### config.mk
export PLATFORM = sky130hd
export DESIGN_NAME = sprite_bounce_flat
export DESIGN_NICKNAME = d
export VERILOG_FILES = /design/src/rtl/sprite_bounce_if.sv /design/src/rtl/sprite_bounce.sv /design/src/flat_wrapper.sv
export SDC_FILE = /design/constraint.sdc
export NUM_CORES = 1
export LEC_CHECK = 0
export CORE_ASPECT_RATIO = 0.7
export CORE_MARGIN = 4
export CORE_UTILIZATION = 35
export CTS_CLUSTER_DIAMETER = 80
export CTS_CLUSTER_SIZE = 40
export DETAILED_ROUTE_END_ITERATION = 8
export HOLD_SLACK_MARGIN = 0.05
export PLACE_DENSITY = 0.62
export SLEW_MARGIN = 10
export SYNTH_ARGS = -nofsm -noshare
export SYNTH_HDL_FRONTEND = slang
export SYNTH_SLANG_ARGS = --single-unit
### constraint.sdc
create_clock -name clock -period 4.53 [get_ports clock]
set_input_delay 1.359 -clock clock [delete_from_list [all_inputs] [get_ports clock]]
set_output_delay 1.359 -clock clock [all_outputs]
set_load 0.02 [all_outputs]
### src/rtl/sprite_bounce_if.sv
// Bundles the pixel-counter inputs, control inputs and sprite-offset outputs of sprite_bounce.
// The master drives pixel coordinates and control; the slave (the offset generator) answers.
interface sprite_bounce_if #(
  parameter int unsigned W = 10
);
  logic         enable;
  logic         recenter;
  logic [3:0]   frame_div;
  logic [W-1:0] pixel_row;
  logic [W-1:0] pixel_column;
  logic [W-1:0] fake_row;
  logic [W-1:0] fake_column;
  logic [W-1:0] offset_x;
  logic [W-1:0] offset_y;
  logic         dir_x;
  logic         dir_y;
  logic         bounce;
  logic         corner;
  logic [7:0]   bounce_count;

  modport master (
    output enable, recenter, frame_div, pixel_row, pixel_column,
    input  fake_row, fake_column, offset_x, offset_y, dir_x, dir_y, bounce, corner, bounce_count
  );

  modport slave (
    input  enable, recenter, frame_div, pixel_row, pixel_column,
    output fake_row, fake_column, offset_x, offset_y, dir_x, dir_y, bounce, corner, bounce_count
  );
endinterface

### src/rtl/sprite_bounce.sv
// Bouncing-sprite offset generator: moves an image window around the visible screen once every
// frame_div+1 frames, reflects it off the edges and reports bounces and corner hits.
module sprite_bounce #(
  parameter int unsigned W         = 10,
  parameter int unsigned SCREEN_W  = 640,
  parameter int unsigned SCREEN_H  = 480,
  parameter int unsigned SPRITE_W  = 256,
  parameter int unsigned SPRITE_H  = 384,
  parameter int unsigned STEP      = 1,
  parameter int unsigned INIT_X    = 191,
  parameter int unsigned INIT_Y    = 47,
  parameter int unsigned FRAME_ROW = 460,
  parameter int unsigned FRAME_COL = 620
) (
  input logic            clock,
  input logic            reset_n,
  sprite_bounce_if.slave bus
);
  localparam int unsigned LIMIT_X = SCREEN_W - SPRITE_W;
  localparam int unsigned LIMIT_Y = SCREEN_H - SPRITE_H;

  localparam logic [W-1:0] LimX     = W'(LIMIT_X);
  localparam logic [W-1:0] LimY     = W'(LIMIT_Y);
  localparam logic [W:0]   StepW    = (W+1)'(STEP);
  localparam logic [W-1:0] StepN    = W'(STEP);
  localparam logic [W-1:0] InitX    = W'(INIT_X);
  localparam logic [W-1:0] InitY    = W'(INIT_Y);
  localparam logic [W-1:0] FrameRow = W'(FRAME_ROW);
  localparam logic [W-1:0] FrameCol = W'(FRAME_COL);

  // One-axis move; bit W of the result flags a reversal. Compares are done one bit wider so a
  // position near 2^W cannot wrap before the edge test.
  function automatic logic [W:0] axis_next(input logic [W-1:0] pos, input logic dir,
                                           input logic [W-1:0] lim);
    logic [W:0] wide;
    wide = {1'b0, pos};
    if (dir) begin
      if (wide + StepW >= {1'b0, lim}) axis_next = {1'b1, lim};
      else                             axis_next = {1'b0, pos + StepN};
    end else begin
      if (wide <= StepW) axis_next = {1'b1, {W{1'b0}}};
      else               axis_next = {1'b0, pos - StepN};
    end
  endfunction

  logic [W-1:0] offset_x_q, offset_x_d, offset_y_q, offset_y_d;
  logic         dir_x_q, dir_x_d, dir_y_q, dir_y_d;
  logic [3:0]   div_cnt_q, div_cnt_d;
  logic         bounce_q, bounce_d, corner_q, corner_d;
  logic [7:0]   bounce_cnt_q, bounce_cnt_d;

  logic         frame_evt, step;
  logic [W:0]   nx, ny;
  logic         rev_x, rev_y;

  assign frame_evt = (bus.pixel_row == FrameRow) && (bus.pixel_column == FrameCol);
  assign step      = frame_evt && bus.enable && (div_cnt_q >= bus.frame_div);
  assign nx        = axis_next(offset_x_q, dir_x_q, LimX);
  assign ny        = axis_next(offset_y_q, dir_y_q, LimY);
  assign rev_x     = nx[W];
  assign rev_y     = ny[W];

  // Next state: recenter beats a step; bounce/corner default low so they pulse for one clock.
  always_comb begin
    offset_x_d   = offset_x_q;
    offset_y_d   = offset_y_q;
    dir_x_d      = dir_x_q;
    dir_y_d      = dir_y_q;
    div_cnt_d    = div_cnt_q;
    bounce_d     = 1'b0;
    corner_d     = 1'b0;
    bounce_cnt_d = bounce_cnt_q;
    if (bus.recenter) begin
      offset_x_d = InitX;
      offset_y_d = InitY;
      dir_x_d    = 1'b1;
      dir_y_d    = 1'b1;
      div_cnt_d  = 4'd0;
    end else if (step) begin
      offset_x_d   = nx[W-1:0];
      offset_y_d   = ny[W-1:0];
      dir_x_d      = dir_x_q ^ rev_x;
      dir_y_d      = dir_y_q ^ rev_y;
      div_cnt_d    = 4'd0;
      bounce_d     = rev_x | rev_y;
      corner_d     = rev_x & rev_y;
      bounce_cnt_d = bounce_cnt_q + 8'(rev_x | rev_y);
    end else if (frame_evt && bus.enable) begin
      div_cnt_d = div_cnt_q + 4'd1;
    end
  end

  // State registers with asynchronous reset to the initial position.
  always_ff @(posedge clock or negedge reset_n) begin
    if (!reset_n) begin
      offset_x_q   <= InitX;
      offset_y_q   <= InitY;
      dir_x_q      <= 1'b1;
      dir_y_q      <= 1'b1;
      div_cnt_q    <= 4'd0;
      bounce_q     <= 1'b0;
      corner_q     <= 1'b0;
      bounce_cnt_q <= 8'd0;
    end else begin
      offset_x_q   <= offset_x_d;
      offset_y_q   <= offset_y_d;
      dir_x_q      <= dir_x_d;
      dir_y_q      <= dir_y_d;
      div_cnt_q    <= div_cnt_d;
      bounce_q     <= bounce_d;
      corner_q     <= corner_d;
      bounce_cnt_q <= bounce_cnt_d;
    end
  end

  // Translated coordinates wrap modulo 2^W by construction.
  assign bus.fake_row     = bus.pixel_row - offset_y_q;
  assign bus.fake_column  = bus.pixel_column - offset_x_q;
  assign bus.offset_x     = offset_x_q;
  assign bus.offset_y     = offset_y_q;
  assign bus.dir_x        = dir_x_q;
  assign bus.dir_y        = dir_y_q;
  assign bus.bounce       = bounce_q;
  assign bus.corner       = corner_q;
  assign bus.bounce_count = bounce_cnt_q;
endmodule

### src/flat_wrapper.sv
// flat-port wrapper written by rule: the top's interface ports become plain ports
module sprite_bounce_flat 
#(
  parameter int unsigned W         = 10,
  parameter int unsigned SCREEN_W  = 640,
  parameter int unsigned SCREEN_H  = 480,
  parameter int unsigned SPRITE_W  = 256,
  parameter int unsigned SPRITE_H  = 384,
  parameter int unsigned STEP      = 1,
  parameter int unsigned INIT_X    = 191,
  parameter int unsigned INIT_Y    = 47,
  parameter int unsigned FRAME_ROW = 460,
  parameter int unsigned FRAME_COL = 620
)
  (clock, reset_n, bus_enable, bus_recenter, bus_frame_div, bus_pixel_row, bus_pixel_column, bus_fake_row, bus_fake_column, bus_offset_x, bus_offset_y, bus_dir_x, bus_dir_y, bus_bounce, bus_corner, bus_bounce_count);
  sprite_bounce_if #(.W(W)) bus_i ();
  input logic clock;
  input logic reset_n;
  input wire logic [$bits(bus_i.enable)-1:0] bus_enable;
  input wire logic [$bits(bus_i.recenter)-1:0] bus_recenter;
  input wire logic [$bits(bus_i.frame_div)-1:0] bus_frame_div;
  input wire logic [$bits(bus_i.pixel_row)-1:0] bus_pixel_row;
  input wire logic [$bits(bus_i.pixel_column)-1:0] bus_pixel_column;
  output wire logic [$bits(bus_i.fake_row)-1:0] bus_fake_row;
  output wire logic [$bits(bus_i.fake_column)-1:0] bus_fake_column;
  output wire logic [$bits(bus_i.offset_x)-1:0] bus_offset_x;
  output wire logic [$bits(bus_i.offset_y)-1:0] bus_offset_y;
  output wire logic [$bits(bus_i.dir_x)-1:0] bus_dir_x;
  output wire logic [$bits(bus_i.dir_y)-1:0] bus_dir_y;
  output wire logic [$bits(bus_i.bounce)-1:0] bus_bounce;
  output wire logic [$bits(bus_i.corner)-1:0] bus_corner;
  output wire logic [$bits(bus_i.bounce_count)-1:0] bus_bounce_count;
  assign bus_i.enable = bus_enable;
  assign bus_i.recenter = bus_recenter;
  assign bus_i.frame_div = bus_frame_div;
  assign bus_i.pixel_row = bus_pixel_row;
  assign bus_i.pixel_column = bus_pixel_column;
  assign bus_fake_row = bus_i.fake_row;
  assign bus_fake_column = bus_i.fake_column;
  assign bus_offset_x = bus_i.offset_x;
  assign bus_offset_y = bus_i.offset_y;
  assign bus_dir_x = bus_i.dir_x;
  assign bus_dir_y = bus_i.dir_y;
  assign bus_bounce = bus_i.bounce;
  assign bus_corner = bus_i.corner;
  assign bus_bounce_count = bus_i.bounce_count;
  sprite_bounce #(.W(W), .SCREEN_W(SCREEN_W), .SCREEN_H(SCREEN_H), .SPRITE_W(SPRITE_W), .SPRITE_H(SPRITE_H), .STEP(STEP), .INIT_X(INIT_X), .INIT_Y(INIT_Y), .FRAME_ROW(FRAME_ROW), .FRAME_COL(FRAME_COL)) u_core (.clock(clock), .reset_n(reset_n), .bus(bus_i));
endmodule
Yosys cells after proc, flatten, opt, wreduce, memory -nomap -nowiden
Cells that the tools add are included.
- word-level logic and storage cells: 58
- register bits: 36
- input bits: 28
- output and inout port bits: 52
- $add $sub $neg: 10
- reduce and logical (&&, ||, !) cells: 6
- mux-type cells: 21
- order comparisons: 5
- bitwise operators: 6
- equality and inequality tests: 2
- operators by type and width (operator ; count):
    11-bit 2-to-1 mux ; 6
    10-bit 2-to-1 mux ; 4
    10-bit by 1-bit adder with 11-bit output, second input constant ; 2
    10-bit by 1-bit adder with 10-bit output, second input constant ; 2
    10-bit by 1-bit <= comparator with 1-bit output, second input constant ; 2
    10-bit by 1-bit subtractor with 10-bit output, second input constant ; 2
    10-bit subtractor ; 2
    4-bit 2-to-1 mux ; 3
    11-bit by 7-bit greater-or-equal comparator with 1-bit output, second input constant ; 1
    11-bit by 9-bit greater-or-equal comparator with 1-bit output, second input constant ; 1
    10-bit == test, second input constant ; 1
    10-bit by 9-bit == test with 1-bit output, second input constant ; 1
    8-bit adder ; 1
    1-bit 2-to-1 mux ; 8
    4-bit by 1-bit adder with 4-bit output, second input constant ; 1
    4-bit greater-or-equal comparator ; 1
    1-bit logical AND ; 3
    3-bit nonzero test ; 1
    1-bit OR ; 2
    2-bit AND reduction ; 1
    2-bit nonzero test ; 1
    1-bit XOR ; 2
    1-bit bitwise AND ; 1
    1-bit inverter ; 1

Depth between registers and ports, before layout
- depth in word-level cells: 7
- depth in mapped cells: 12

Least setup slack after synthesis
No wires, ideal clock.
- path type: input-to-output
- start point: input port bus_pixel_column[0]
- end point: output port bus_fake_column[8]
- path buffers: 0
- arrival time: 3.111 ns
- path slack: 0.060 ns
- stages on the path: 9
- data required time: 3.171 ns
- cell sequence: inv_1 ha_1 fa_1 nor2b_1 o21ai_0 a21boi_0 o21ai_0 a211oi_1 xor2_1
- word-level cells in the longest chain between the ends: 1
- RTL lines (what ; RTL line ; source):
    start, declared ; flat_wrapper.sv:23 ; input wire logic [$bits(bus_i.pixel_column)-1:0] bus_pixel_column;
    10-bit subtractor ; sprite_bounce.sv:118 ; assign bus.fake_column = bus.pixel_column - offset_x_q;
    end, declared ; flat_wrapper.sv:25 ; output wire logic [$bits(bus_i.fake_column)-1:0] bus_fake_column;
No other way between the ends.

Worst setup path after layout
- start point: input port bus_pixel_column[5]
- end point: output port bus_fake_column[9]
Same word-level chain as after synthesis.

==> impl_metrics.ini <==
[synth]
synth_edf_count = 0
synth.top_cells.by_area = sky130_fd_sc_hd__dfrtp_1 (15%), sky130_fd_sc_hd__ha_1 (11%), sky130_fd_sc_hd__dfstp_2 (10%)
distinct_cells_synth = 62
synth-adder-area-share_pct = 11.92
postSynth.asyncResetShare_pct = 100.0
muxShareOfSynthArea_pct = 1.463
syn-instance-count = 444
syn-cell-area_sq_mm = 0.003591
synth-seq-cells = 36
synthDominantCellAreaShare_pct = 15.33
yosys_top_cell_by_area = sky130_fd_sc_hd__dfrtp_1
synth_top_family_by_area = simple AND/OR/NAND/NOR gates
synth_xor_area_share_pct = 6.341
post_synth_and_or_nand_nor_area_fraction_pct = 27.60
synth_nets = 505
main_synth_ff_type = sky130_fd_sc_hd__dfrtp_1
seq_area_frac_synth_pct = 25.57
yosys_warnings = 0
synth-compound-area-share_pct = 19.86
syn_avg_cell_area_sq_um = 8.088

[worst_setup_path]
worst_ep_arrival_time_ns = 3.09
worstPathMaxFanout = 3
critPathLaunch = bus_pixel_column[5]
worst_r2r_startpoint = u_core.bus.offset_x[0]
critPathKind = in -> out
worstSetupStartpointType = input port
cp.required_ns = 3.17
setup.worst_path.end_class = output port

[global_routing]
maximum_number_of_pins_on_one_net_before_global_route_repair = 37
grt_remaining_overflow = 0
antenna_violations_before_repair = 0
first_global_vias = 3670
grt_pass1_wl_um = 17660
groute.usage.overall_pct = 17.77

[clock_network]
postCtsHoldBufs = 0
h-tree-depth = 2
cts_tree = yes
clk-insertion-delay-late_ns = 0.28
cts.reportedPaths.clkPinSlew_ns = 0.06
clkSinkCount = 36
clk_root_buffer_cell = sky130_fd_sc_hd__clkbuf_16
cts_buffer_depth = 2
cts_inserted_buffers = 5

[sta]
tightestPinTransition_ns = 0.6614
maxClockFrequency_mhz = 224.9
setup_slack_ns = 0.08449
clock_skew_ns = 0.002339
setup_violations = 0
worst_slew_margin_rel_pct = 55.54
final-max-slew-violation-count = 0
sum_neg_setup_slack_ns = 0
rsz0062_at_grt = yes
finalCritPeriodShare_pct = 98.13
final_number_of_hold_violating_endpoints = 0
period_minus_slack_ns = 4.446
timing.hold.ws_ns = 0.4787

[placed_design]
place_hpwl_um = 8111
gpl.final_weighted_congestion = 0.9164
io_buffers = 79
dp_worst_setup_slack_ns = -1.002
dp_cells = 668

[route]
final_antenna_net_count = 0
first_iter_violations = 268
detail_route.first_pass.iterations = 6
routed_via_density = 5.525
via_count = 3757
route.detailed.drc = 0
wl_per_cell_um = 15.80
detail_route.wirelength_um = 10740

[die]
core.rowCount = 30
initial_core_util_pct = 36.51
die-width_um = 129.1
die_area_sq_mm = 0.01197
core_region_area_sq_mm = 0.009834
fp.dieH_um = 92.75
ioPinCount = 80

[finish]
n_antenna_cell = 0
synthToLayoutAreaGrowth_pct = 40.03
layout.nets = 612
drive_gt1_share_pct = 21.20
finish.utilization_pct = 51.13
fin_cells = 680

[run]
drv_cap = 0

[worst_hold_path]
type_of_the_most_critical_hold_path = reg -> reg
hold_start = u_core.bus.bounce_count[7]

[power_and_ir_drop]
power_density_over_the_cells_mw_per_mm2 = 194.5
power.leakage_nw = 2.256
vdd.ir_drop.worst_v = 0.0001158

[outcome]
run_status = complete, no violations
-- cells in the final DEF (no fill, tap or decap), types with 9 or more instances in the layout --
cell type / count
sky130_fd_sc_hd__a21oi_1: 32
sky130_fd_sc_hd__nand4_1: 11
sky130_fd_sc_hd__buf_4: 46
sky130_fd_sc_hd__nand2_1: 33
sky130_fd_sc_hd__nor4_1: 11
sky130_fd_sc_hd__xor2_1: 11
sky130_fd_sc_hd__ha_1: 26
sky130_fd_sc_hd__o21ai_0: 22
sky130_fd_sc_hd__nor2_1: 29
sky130_fd_sc_hd__inv_1: 37
sky130_fd_sc_hd__nand3_1: 19
sky130_fd_sc_hd__clkdlybuf4s50_1: 56
sky130_fd_sc_hd__dfrtp_1: 22
sky130_fd_sc_hd__dlygate4sd2_1: 9
sky130_fd_sc_hd__xnor2_1: 15
sky130_fd_sc_hd__dfstp_2: 14
sky130_fd_sc_hd__nor3_1: 14
-- cells by family after synthesis --
group,count (synthesis)
AOI/OAI and AO/OA,114
xor gates and xnor gates,26
adders and majority gates,33
buffers and inverters,59
DFF,36
muxes,5
and+or+nand+nor,171
-- worst max-delay path: stages --
cell                            delay (ns)
sky130_fd_sc_hd__dlygate4sd2_1        0.26
sky130_fd_sc_hd__ha_1                 0.30
sky130_fd_sc_hd__or2_2                0.30
sky130_fd_sc_hd__a21oi_4              0.16
sky130_fd_sc_hd__a31oi_4              0.05
sky130_fd_sc_hd__and4_1               0.16
sky130_fd_sc_hd__or3_1                0.36
sky130_fd_sc_hd__buf_6                0.14
-- repair_timing --
item,in CTS,in global routing
hold endpoints to repair,0,0
setup endpoints to repair,18,11
resized for setup,78,18
setup buffers,4,1
pin swaps,18,10
-- path summary, 6_finish.rpt --
path	endpoint	slack, ns	cells past startpoint
hold reg to reg	u_core.bus.bounce_count[7]	0.48	1
hold / removal	u_core.bus.bounce_count[7]	0.48	1
min in group asynchronous	u_core.bus.offset_y[8]	1.53	2
setup reg to reg	u_core.bus.bounce_count[1]	1.54	10
setup / recovery	bus_fake_column[9]	0.08	8
max in group asynchronous	u_core.bus.offset_x[3]	2.64	2
-- per-stage QoR --
| stage | power [mW] | cell area [sq um] |
|---|---|---|
| final | 0.9781 | 5029 |
| after global routing | 1.020 | 5029 |
| after CTS | 0.9795 | 4974 |
| after detailed placement | 0.5612 | 4710 |
| after global placement | 0.5581 | 4710 |
| after floorplan | 0.4425 | 3591 |
-- area by class of cell --
class,instances,area (sq um)
multi-input combinational,349,2557
timing repair buffer,121,1067
sequential,36,918.4
clock buffer,7,152.6
inverter,38,142.6
clock inverter,1,30.03
fill,960,4806
tap,128,160.2
-- layer usage --
layer  share of wire (%)  GRT usage [%]  up-vias
met5                   0              0        -
met4                0.58          2.448        0
met3                 7.1          4.265        8
met2                  46          28.41      143
met1                  47          24.91     1767
li1                    -              -     1839
-- where the power goes --
part	internal (mW)	switching [mW]	leakage, nW
Sequential	0.326	0.00625	0.455
Clock	0.290	0.131	0.0901
Combinational	0.110	0.114	1.71
-- flip-flops by register name, indices dropped and copies added, names as in the netlist --
signal,count
u_core.bus.corner,1
u_core.bus.dir_y,1
u_core.bus.bounce_count,8
u_core.div_cnt_q,4
u_core.bus.bounce,1
u_core.bus.offset_x,10
u_core.bus.dir_x,1
u_core.bus.offset_y,10
-- synth_stat cells (11+ instances only) --
library cell,n
sky130_fd_sc_hd__dfrtp_1,22
sky130_fd_sc_hd__nor2_1,29
sky130_fd_sc_hd__dfstp_2,14
sky130_fd_sc_hd__nand2_1,33
sky130_fd_sc_hd__nand3_1,19
sky130_fd_sc_hd__inv_1,38
sky130_fd_sc_hd__nor4_1,11
sky130_fd_sc_hd__nand4_1,11
sky130_fd_sc_hd__xor2_1,11
sky130_fd_sc_hd__xnor2_1,15
sky130_fd_sc_hd__nor3_1,15
sky130_fd_sc_hd__a21oi_1,33
sky130_fd_sc_hd__ha_1,31
sky130_fd_sc_hd__o21ai_0,28
No activity file was read; power rests on OpenSTA's default activity.
